<file path="config.mk">
export PLATFORM = sky130hd
export DESIGN_NAME = tone_divider
export DESIGN_NICKNAME = d
export VERILOG_FILES = /design/src/rtl/tone_divider.sv
export SDC_FILE = /design/constraint.sdc
export NUM_CORES = 1
export LEC_CHECK = 0
export ABC_AREA = 1
export CAP_MARGIN = 5
export CELL_PAD_IN_SITES_DETAIL_PLACEMENT = 1
export CELL_PAD_IN_SITES_GLOBAL_PLACEMENT = 2
export CORE_MARGIN = 2
export CORE_UTILIZATION = 35
export CTS_BUF_LIST = sky130_fd_sc_hd__clkbuf_4
export CTS_CLUSTER_DIAMETER = 60
export DETAILED_ROUTE_END_ITERATION = 8
export PLACE_DENSITY = 0.95
export SETUP_SLACK_MARGIN = 0.5
export SYNTH_ARGS = -nofsm -noshare
export SYNTH_HDL_FRONTEND = slang
export SYNTH_SLANG_ARGS = --single-unit
</file>
<file path="constraint.sdc">
create_clock -name I_CLK -period 6.1 [get_ports I_CLK]
set_input_delay 1.83 -clock I_CLK [delete_from_list [all_inputs] [get_ports I_CLK]]
set_output_delay 1.83 -clock I_CLK [all_outputs]
set_load 0.01 [all_outputs]
</file>
<file path="src/rtl/tone_divider.sv">
// tone_divider: runtime-programmable 50%-duty tone generator, one per voice.
// O_CLK = I_CLK / (2 * half-period). A new half-period loaded while running is
// held in a shadow register and only takes effect at a toggle boundary, so no
// phase is ever truncated or stretched. The gate (en) always lets a high phase
// finish before the tone stops; a half-period of 0 mutes the voice.
//
//   state    | meaning
//   ---------+---------------------------------------------------------------
//   ST_IDLE  | no tone, O_CLK held low, counter cleared, loads go to active
//   ST_RUN   | tone running, counter advances, toggles at cnt == active-1
//   ST_DRAIN | gate off or mute seen while high: finish high phase, then idle
module tone_divider #(
    parameter int WIDTH        = 17,
    parameter int HALF_DEFAULT = 50000
) (
    input  logic             I_CLK,
    input  logic             rst,
    input  logic             en,
    input  logic [WIDTH-1:0] div_in,
    input  logic             div_load,
    output logic             O_CLK,
    output logic             O_TICK,
    output logic             O_ACTIVE,
    output logic             O_PENDING
);

    typedef enum logic [1:0] {
        ST_IDLE  = 2'd0,
        ST_RUN   = 2'd1,
        ST_DRAIN = 2'd2
    } state_t;

    localparam logic [WIDTH-1:0] C_HALF_DEFAULT = WIDTH'(HALF_DEFAULT);
    localparam logic [WIDTH-1:0] C_ONE          = WIDTH'(1);
    localparam logic [WIDTH-1:0] C_ZERO         = '0;

    state_t           r_state;
    logic [WIDTH-1:0] r_active;   // half-period governing the current phase
    logic [WIDTH-1:0] r_pend;     // shadow half-period waiting for a boundary
    logic             r_pflag;    // r_pend holds a value not yet applied
    logic [WIDTH-1:0] r_cnt;
    logic             r_clk;
    logic             r_tick;
    logic             r_mute;     // draining a high phase because 0 was applied

    logic             w_toggle;
    logic             w_gate;
    logic [WIDTH-1:0] w_next_half;
    logic [WIDTH-1:0] w_bound_half;

    // Toggle event: last cycle of the current phase.
    assign w_toggle = (r_cnt == (r_active - C_ONE));

    // A mute drain behaves like gate-off until the high phase completes.
    assign w_gate = en & ~r_mute;

    // Newest half-period wins: a strobe this cycle beats the shadow value,
    // which beats the stored one. Used both in IDLE and at a boundary.
    assign w_next_half = div_load ? div_in : (r_pflag ? r_pend : r_active);

    // At the falling boundary of a mute drain, the zero that caused the mute
    // was already consumed at the rising boundary; unless something newer has
    // arrived since, the voice must end up with active = 0.
    assign w_bound_half = (r_mute && !div_load && !r_pflag) ? C_ZERO : w_next_half;

    // Sequencer: counter, output phase, half-period handover and gating.
    always_ff @(posedge I_CLK) begin
        if (rst) begin
            r_state  <= ST_IDLE;
            r_active <= C_HALF_DEFAULT;
            r_pend   <= C_HALF_DEFAULT;
            r_pflag  <= 1'b0;
            r_cnt    <= C_ZERO;
            r_clk    <= 1'b0;
            r_tick   <= 1'b0;
            r_mute   <= 1'b0;
        end else begin
            r_tick <= 1'b0;
            case (r_state)
                ST_IDLE: begin
                    r_clk  <= 1'b0;
                    r_cnt  <= C_ZERO;
                    r_mute <= 1'b0;
                    // No phase is running, so any new or pending value can be
                    // applied straight away.
                    if (div_load || r_pflag) begin
                        r_active <= w_next_half;
                        r_pflag  <= 1'b0;
                    end
                    // Start decision uses the value that will govern the first
                    // phase, so a pending copy and a start on the same edge
                    // agree on the half-period.
                    if (en && (w_next_half != C_ZERO)) begin
                        r_state <= ST_RUN;
                    end
                end

                ST_RUN, ST_DRAIN: begin
                    if (!w_gate && !r_clk) begin
                        // Gate off during a low phase: stop at once, nothing
                        // to finish. Any load is kept for IDLE to pick up.
                        r_state <= ST_IDLE;
                        r_cnt   <= C_ZERO;
                        if (div_load) begin
                            r_pend  <= div_in;
                            r_pflag <= 1'b1;
                        end
                    end else if (w_toggle) begin
                        r_cnt   <= C_ZERO;
                        r_clk   <= ~r_clk;
                        r_pflag <= 1'b0;
                        if (!r_clk) begin
                            // Rising boundary (gate is necessarily on here).
                            r_tick <= 1'b1;
                            if (w_bound_half == C_ZERO) begin
                                // Mute: keep the old half-period so the high
                                // phase that just started has normal length.
                                r_state <= ST_DRAIN;
                                r_mute  <= 1'b1;
                            end else begin
                                r_active <= w_bound_half;
                                r_state  <= ST_RUN;
                            end
                        end else begin
                            // Falling boundary: tone may continue or stop.
                            r_active <= w_bound_half;
                            r_mute   <= 1'b0;
                            if (w_gate && (w_bound_half != C_ZERO)) begin
                                r_state <= ST_RUN;
                            end else begin
                                r_state <= ST_IDLE;
                            end
                        end
                    end else begin
                        r_cnt <= r_cnt + C_ONE;
                        // Only reachable with gate off while high: drain.
                        // Gate returning during a drain resumes seamlessly.
                        r_state <= w_gate ? ST_RUN : ST_DRAIN;
                        if (div_load) begin
                            r_pend  <= div_in;
                            r_pflag <= 1'b1;
                        end
                    end
                end

                default: begin
                    r_state <= ST_IDLE;
                    r_cnt   <= C_ZERO;
                    r_clk   <= 1'b0;
                    r_mute  <= 1'b0;
                end
            endcase
        end
    end

    assign O_CLK     = r_clk;
    assign O_TICK    = r_tick;
    assign O_ACTIVE  = (r_state != ST_IDLE);
    assign O_PENDING = r_pflag;

endmodule

</file>
======== After elaboration in Yosys (flattened, before gate mapping) ========
Index checks and enable logic that the tools add are counted.
word-level totals
  register bits ........................... 57
  input bits .............................. 21
  logic and storage cells ................. 79
  output and inout bits ................... 4
operators by class
  mux-type cells .......................... 28
  $add $sub $neg .......................... 2
  eq/ne operators ......................... 9
  reductions and logical operators ........ 26
  bitwise logic cells ..................... 6
operators by type and width
  operator               count
  $mux 17                11
  $pmux 17 s2            1
  $reduce_bool 17->1     2
  $add 17x1->17 const B  1
  $eq 17x17->1           1
  $logic_not 17->1       1
  $sub 17x1->17 const B  1
  $mux 2                 6
  $mux 1                 8
  $ne 2x2->1 const B     4
  $reduce_or 4->1        2
  $reduce_and 2->1       3
  $reduce_bool 2->1      3
  $logic_and 1x1->1      5
  $not 1->1              5
  $reduce_and 5->1       1
  $logic_not 1->1        4
  $pmux 2 s2             1
  $reduce_or 2->1        2
  $ne 3x3->1 const B     1
  $reduce_and 3->1       1
  $eq 2x1->1 const B     1
  $eq 2x2->1 const B     1
  $logic_not 2->1        1
  4 further kinds        4

======== Depth between registers and ports, before layout ========
  word-level depth ........................ 11
  depth in mapped cells ................... 18

======== Least setup slack after synthesis ========
Ideal clock, no wire load.
  path type ............................... input port to flip-flop
  start ................................... input port div_load
  end ..................................... register r_active[1]
  path buffers ............................ 2
  stages .................................. 16
  path slack .............................. 2.781 ns
  library setup time ...................... 0.128 ns
  required time ........................... 5.972 ns
  arrival ................................. 3.191 ns
  path through ............................ inv_2 clkbuf_1 or2_2 nand3_1 o21ai_0 nor2_1 nand2_1 nor2_1 nand4_1 nand2_1 inv_2 nand2_4 buf_6 nand2_1 nand2_1 nor2_1
on the way
  cells in the longest elaborated chain, start to end .. 9
  elaborated cells on any way between the ends .. 16
  classes of those cells .................. 2 x eq/ne; 8 x mux; 6 x reduce/logical
RTL lines
  element                         line  RTL
  start: declaration              20    input logic div_load,
  $logic_not 1->1                 64    assign w_bound_half = (r_mute && !div_load && !r_pflag) ? C_ZERO : w_next_half;
  $logic_and 1x1->1 (2 in a row)  64
  $mux 17                         64
  $mux 17                         115   if (w_bound_half == C_ZERO) begin
  $mux 17                         112   if (!r_clk) begin
  $mux 17                         108   end else if (w_toggle) begin
  $mux 17                         99    if (!w_gate && !r_clk) begin
  $pmux 17 s2                     79    case (r_state)
  end signal: assignment          87    r_active <= w_next_half;
  end signal: assignment          121   r_active <= w_bound_half;
  end signal: assignment          126   r_active <= w_bound_half;
  end: declaration                38    logic [WIDTH-1:0] r_active;
Several ways; a longest one is shown, not always the timed one. The select of a mux whose other input is x is not followed.
A chain may end at the register's enable or synchronous reset.

======== Worst setup path in the final report ========
Ends and elaborated chain as after synthesis.

==> metrics <==
commonest cells in the netlist=203 x nand2_1, 90 x nand3_1, 89 x nor2_1, 57 x dfxtp_1, 47 x inv_1; Total Wirelength=approximately 12000 um; Max Cap Viol=0; synthesized area=roughly 0.0038 sq mm; Clock Skew=around 0.017 ns; DR vias=around 4000; Worst Path Required=between 6 and 7 ns; Max Clk Rate=between 200 and 300 MHz; Seq/Total Area, Yosys=around 30%; clock network power share=a little over a quarter; Slew Viols, Final=0; Cells after Synth=~630; largest cells by area after synthesis=dfxtp_1 30%, nand2_1 20%, nand3_1 12%; placed insts=slightly below 800; drt wl/cell=about 15 um; top layer in use=met4; Least-Margin Pin Slew=between 0.8 and 0.9 ns; Syn Nets=657; Starting Density=between 30% and 40%; RSZ-0062 raised after global routing=false; Slew headroom=about 41%; Critical Path End Type=flip-flop; sum of negative setup slack=0 ns; FP Rows=38; CTS Root Cell=clkbuf_4; Inserted Diodes=0; maximum clock path buffer count=2; Synth Warn #=0; PwrDens=about 250 mW/mm^2; Synth cell types=31; Placer Congestion=between 0.8 and 0.9; grt total ovfl=0; met2 WL=roughly 5700 um; clock slew seen by the registers of the worst setup and hold paths=between 0.1 and 0.15 ns; crit path launch type=input pin; vias in the first global route=4127; total track usage=between 20% and 30%; Pint=between 0.0006 and 0.0007 W; post_cts resized=0; M1 WL=5530 um; Port-buffer cells=24; Static Leakage=~1.8 nW; Post-synth EDFFs=0; top-area cell type share of the netlist area=29.8%; asr flop ratio synth=0%; HPWL Detailed=around 9000 um; number of routed nets with antenna violations=0; #FFs+latches synth=57; nets=approximately 670; CP Class=input pin to flip-flop; register share of total power=a little over two fifths; cts hold-fix bufs=0; Gate power share=a little under a third; Area Overhead vs Synth=10.8%; Arr. time, crit path=roughly 4.2 ns; TritonCTS clock tree=done; FILL cells=1501; commonest register cell after synthesis=dfxtp_1; Final Non-Filler Cells=between 700 and 800; VDD IR max=106 uV; hold crit path type=flip-flop to flip-flop; sw frac=about two fifths; post-CTS setup buffer count=0; largest net degree at the start of global routing=35; # H-tree levels=3; met3 routed WL=roughly 270 um; fin crit share=between 60% and 70%; first-pass GRT wire length=~20000 um; drt drc=0; most common cell in the netlist=nand2_1; Switch Pwr=between 0.0004 and 0.0005 W; area leader, netlist=dfxtp_1; Num CTS Buffers=9; die area=0.0118 sq mm; DR iter-0 viols=179; fraction of layout cells with a size suffix above 1=approximately 8.9%; average size of a mapped cell=6.05 sq um; Die H=109 um; DR pass1 iterations=4; Clock Latency Late Sink=between 0.4 and 0.5 ns; Ports=25; post-layout min period=3.91 ns; Core Box Area=0.0107 sq mm; Hold Vio Cnt, Final=0; peak fanout along the critical path=21; Die W=roughly 110 um; Clock Sinks=57; Final setup viols=0; outcome=finished, final reports clean; initial antenna violation count=0; Vias/cell=~5.0
sequential cells by signal, indices dropped and copies added, names as in the netlist:
signal and count:
r_active 17, r_state 2, r_pend 17, O_CLK 1
O_TICK 1, r_cnt 17, O_PENDING 1, r_mute 1
final timing paths:
check                                         startpoint                        to  slack [ns]  cells after the start
worst min-delay path             r_pend[14]$_SDFFE_PP1P_   r_pend[14]$_SDFFE_PP1P_        0.47                      2
worst max register to register  r_active[0]$_SDFFE_PP0P_   r_pend[12]$_SDFFE_PP0P_        2.85                     15
worst max-delay path                            div_load  r_active[1]$_SDFFE_PP0P_        2.19                     15
worst min register to register   r_pend[14]$_SDFFE_PP1P_   r_pend[14]$_SDFFE_PP1P_        0.47                      2
placed cells by master (no fill, tap or decap):
cell type	Yosys	final
nand2_1	203	203
nand3_1	90	90
nor2_1	89	89
dfxtp_1	57	57
inv_1	47	47
a21oi_1	24	24
clkdlybuf4s50_1	0	24
or2_2	17	17
xor2_1	13	13
nor3_1	11	11
o21ai_0	9	9
clkbuf_4	0	9
nor2_2	7	7
xnor2_1	7	7
inv_2	5	5
nand2_2	5	5
nor2_4	4	4
nand3b_1	4	4
ha_1	4	4
clkinv_2	0	4
clkinv_1	2	3
nand4_1	3	3
nor4_1	2	2
buf_4	1	2
nand3_2	1	1
and2_1	1	1
or2_1	1	1
o21ai_1	1	1
nand2_4	1	1
a31o_2	1	1
or2_0	1	1
clkinvlp_4	0	1
bufinv_16	0	1
cells by family (layout without fill, tap and decap cells):
kind of cell	after synthesis	after routing	share of synthesized area [%]
flip-flops	57	57	29.8
adder cells (fa/ha/maj)	4	4	1.31
XOR/XNOR	20	20	4.58
AO/OA/AOI/OAI	35	35	4.68
AND/OR/NAND/NOR	440	440	50.5
buffers and inverters	76	96	9.13
cell type report:
| type | instances | area [sq um] | area share (%) |
|---|---|---|---|
| Tap cell | 140 | 175 | 4.13 |
| Clock buffer | 9 | 67.6 | 1.59 |
| Inverter | 54 | 203 | 4.78 |
| Multi-Input combinational cell | 499 | 2330 | 55.1 |
| Timing Repair Buffer | 26 | 255 | 6.02 |
| Clock inverter | 7 | 61.3 | 1.45 |
| Sequential cell | 57 | 1140 | 26.9 |
power by group through the flow:
stage | sequential (W) | clock [W] | combinational, W
6_report | 0.000445 | 0.000285 | 0.000315
5_1_grt | 0.000450 | 0.000308 | 0.000360
4_1_cts | 0.000444 | 0.000293 | 0.000317
3_5_place_dp | 0.000453 | 0 | 0.000314
3_3_place_gp | 0.000451 | 0 | 0.000300
2_1_floorplan | 0.000436 | 0 | 0.000248
critical path, stage by stage:
cell	delay, ns
clkdlybuf4s50_1	0.46
nor2_1	0.20
nand2_1	0.30
inv_1	0.26
o21ai_0	0.14
nor2_1	0.10
nand2_1	0.05
nor2_1	0.14
nand4_1	0.10
nand2_1	0.08
inv_2	0.11
nand2_4	0.21
nand2_1	0.10
nand2_1	0.07
nor2_1	0.04
per-layer routing:
metal	vias up	GRT usage, %
met5	-	0
met4	0	4.49
met2	44	38.4
li1	2025	-
met3	7	3.62
met1	1898	26.2
through the flow:
stage / area, sq um / power [W] / setup WS, ns / utilization, % / hold WS [ns]
finish: 4240 / 0.00104 / 2.19 / 39.4 / 0.470
global route: 4240 / 0.00112 / 1.82 / 39.4 / 0.490
CTS: 4240 / 0.00105 / 2.22 / 39.4 / 0.472
detailed placement: 4110 / 0.000767 / 1.78 / 38.2 / 0.444
global placement: 4110 / 0.000751 / 1.89 / 38.2 / 0.439
floorplan: 3820 / 0.000685 / 2.78 / - / 0.429
(Power assumes the default switching activity.)
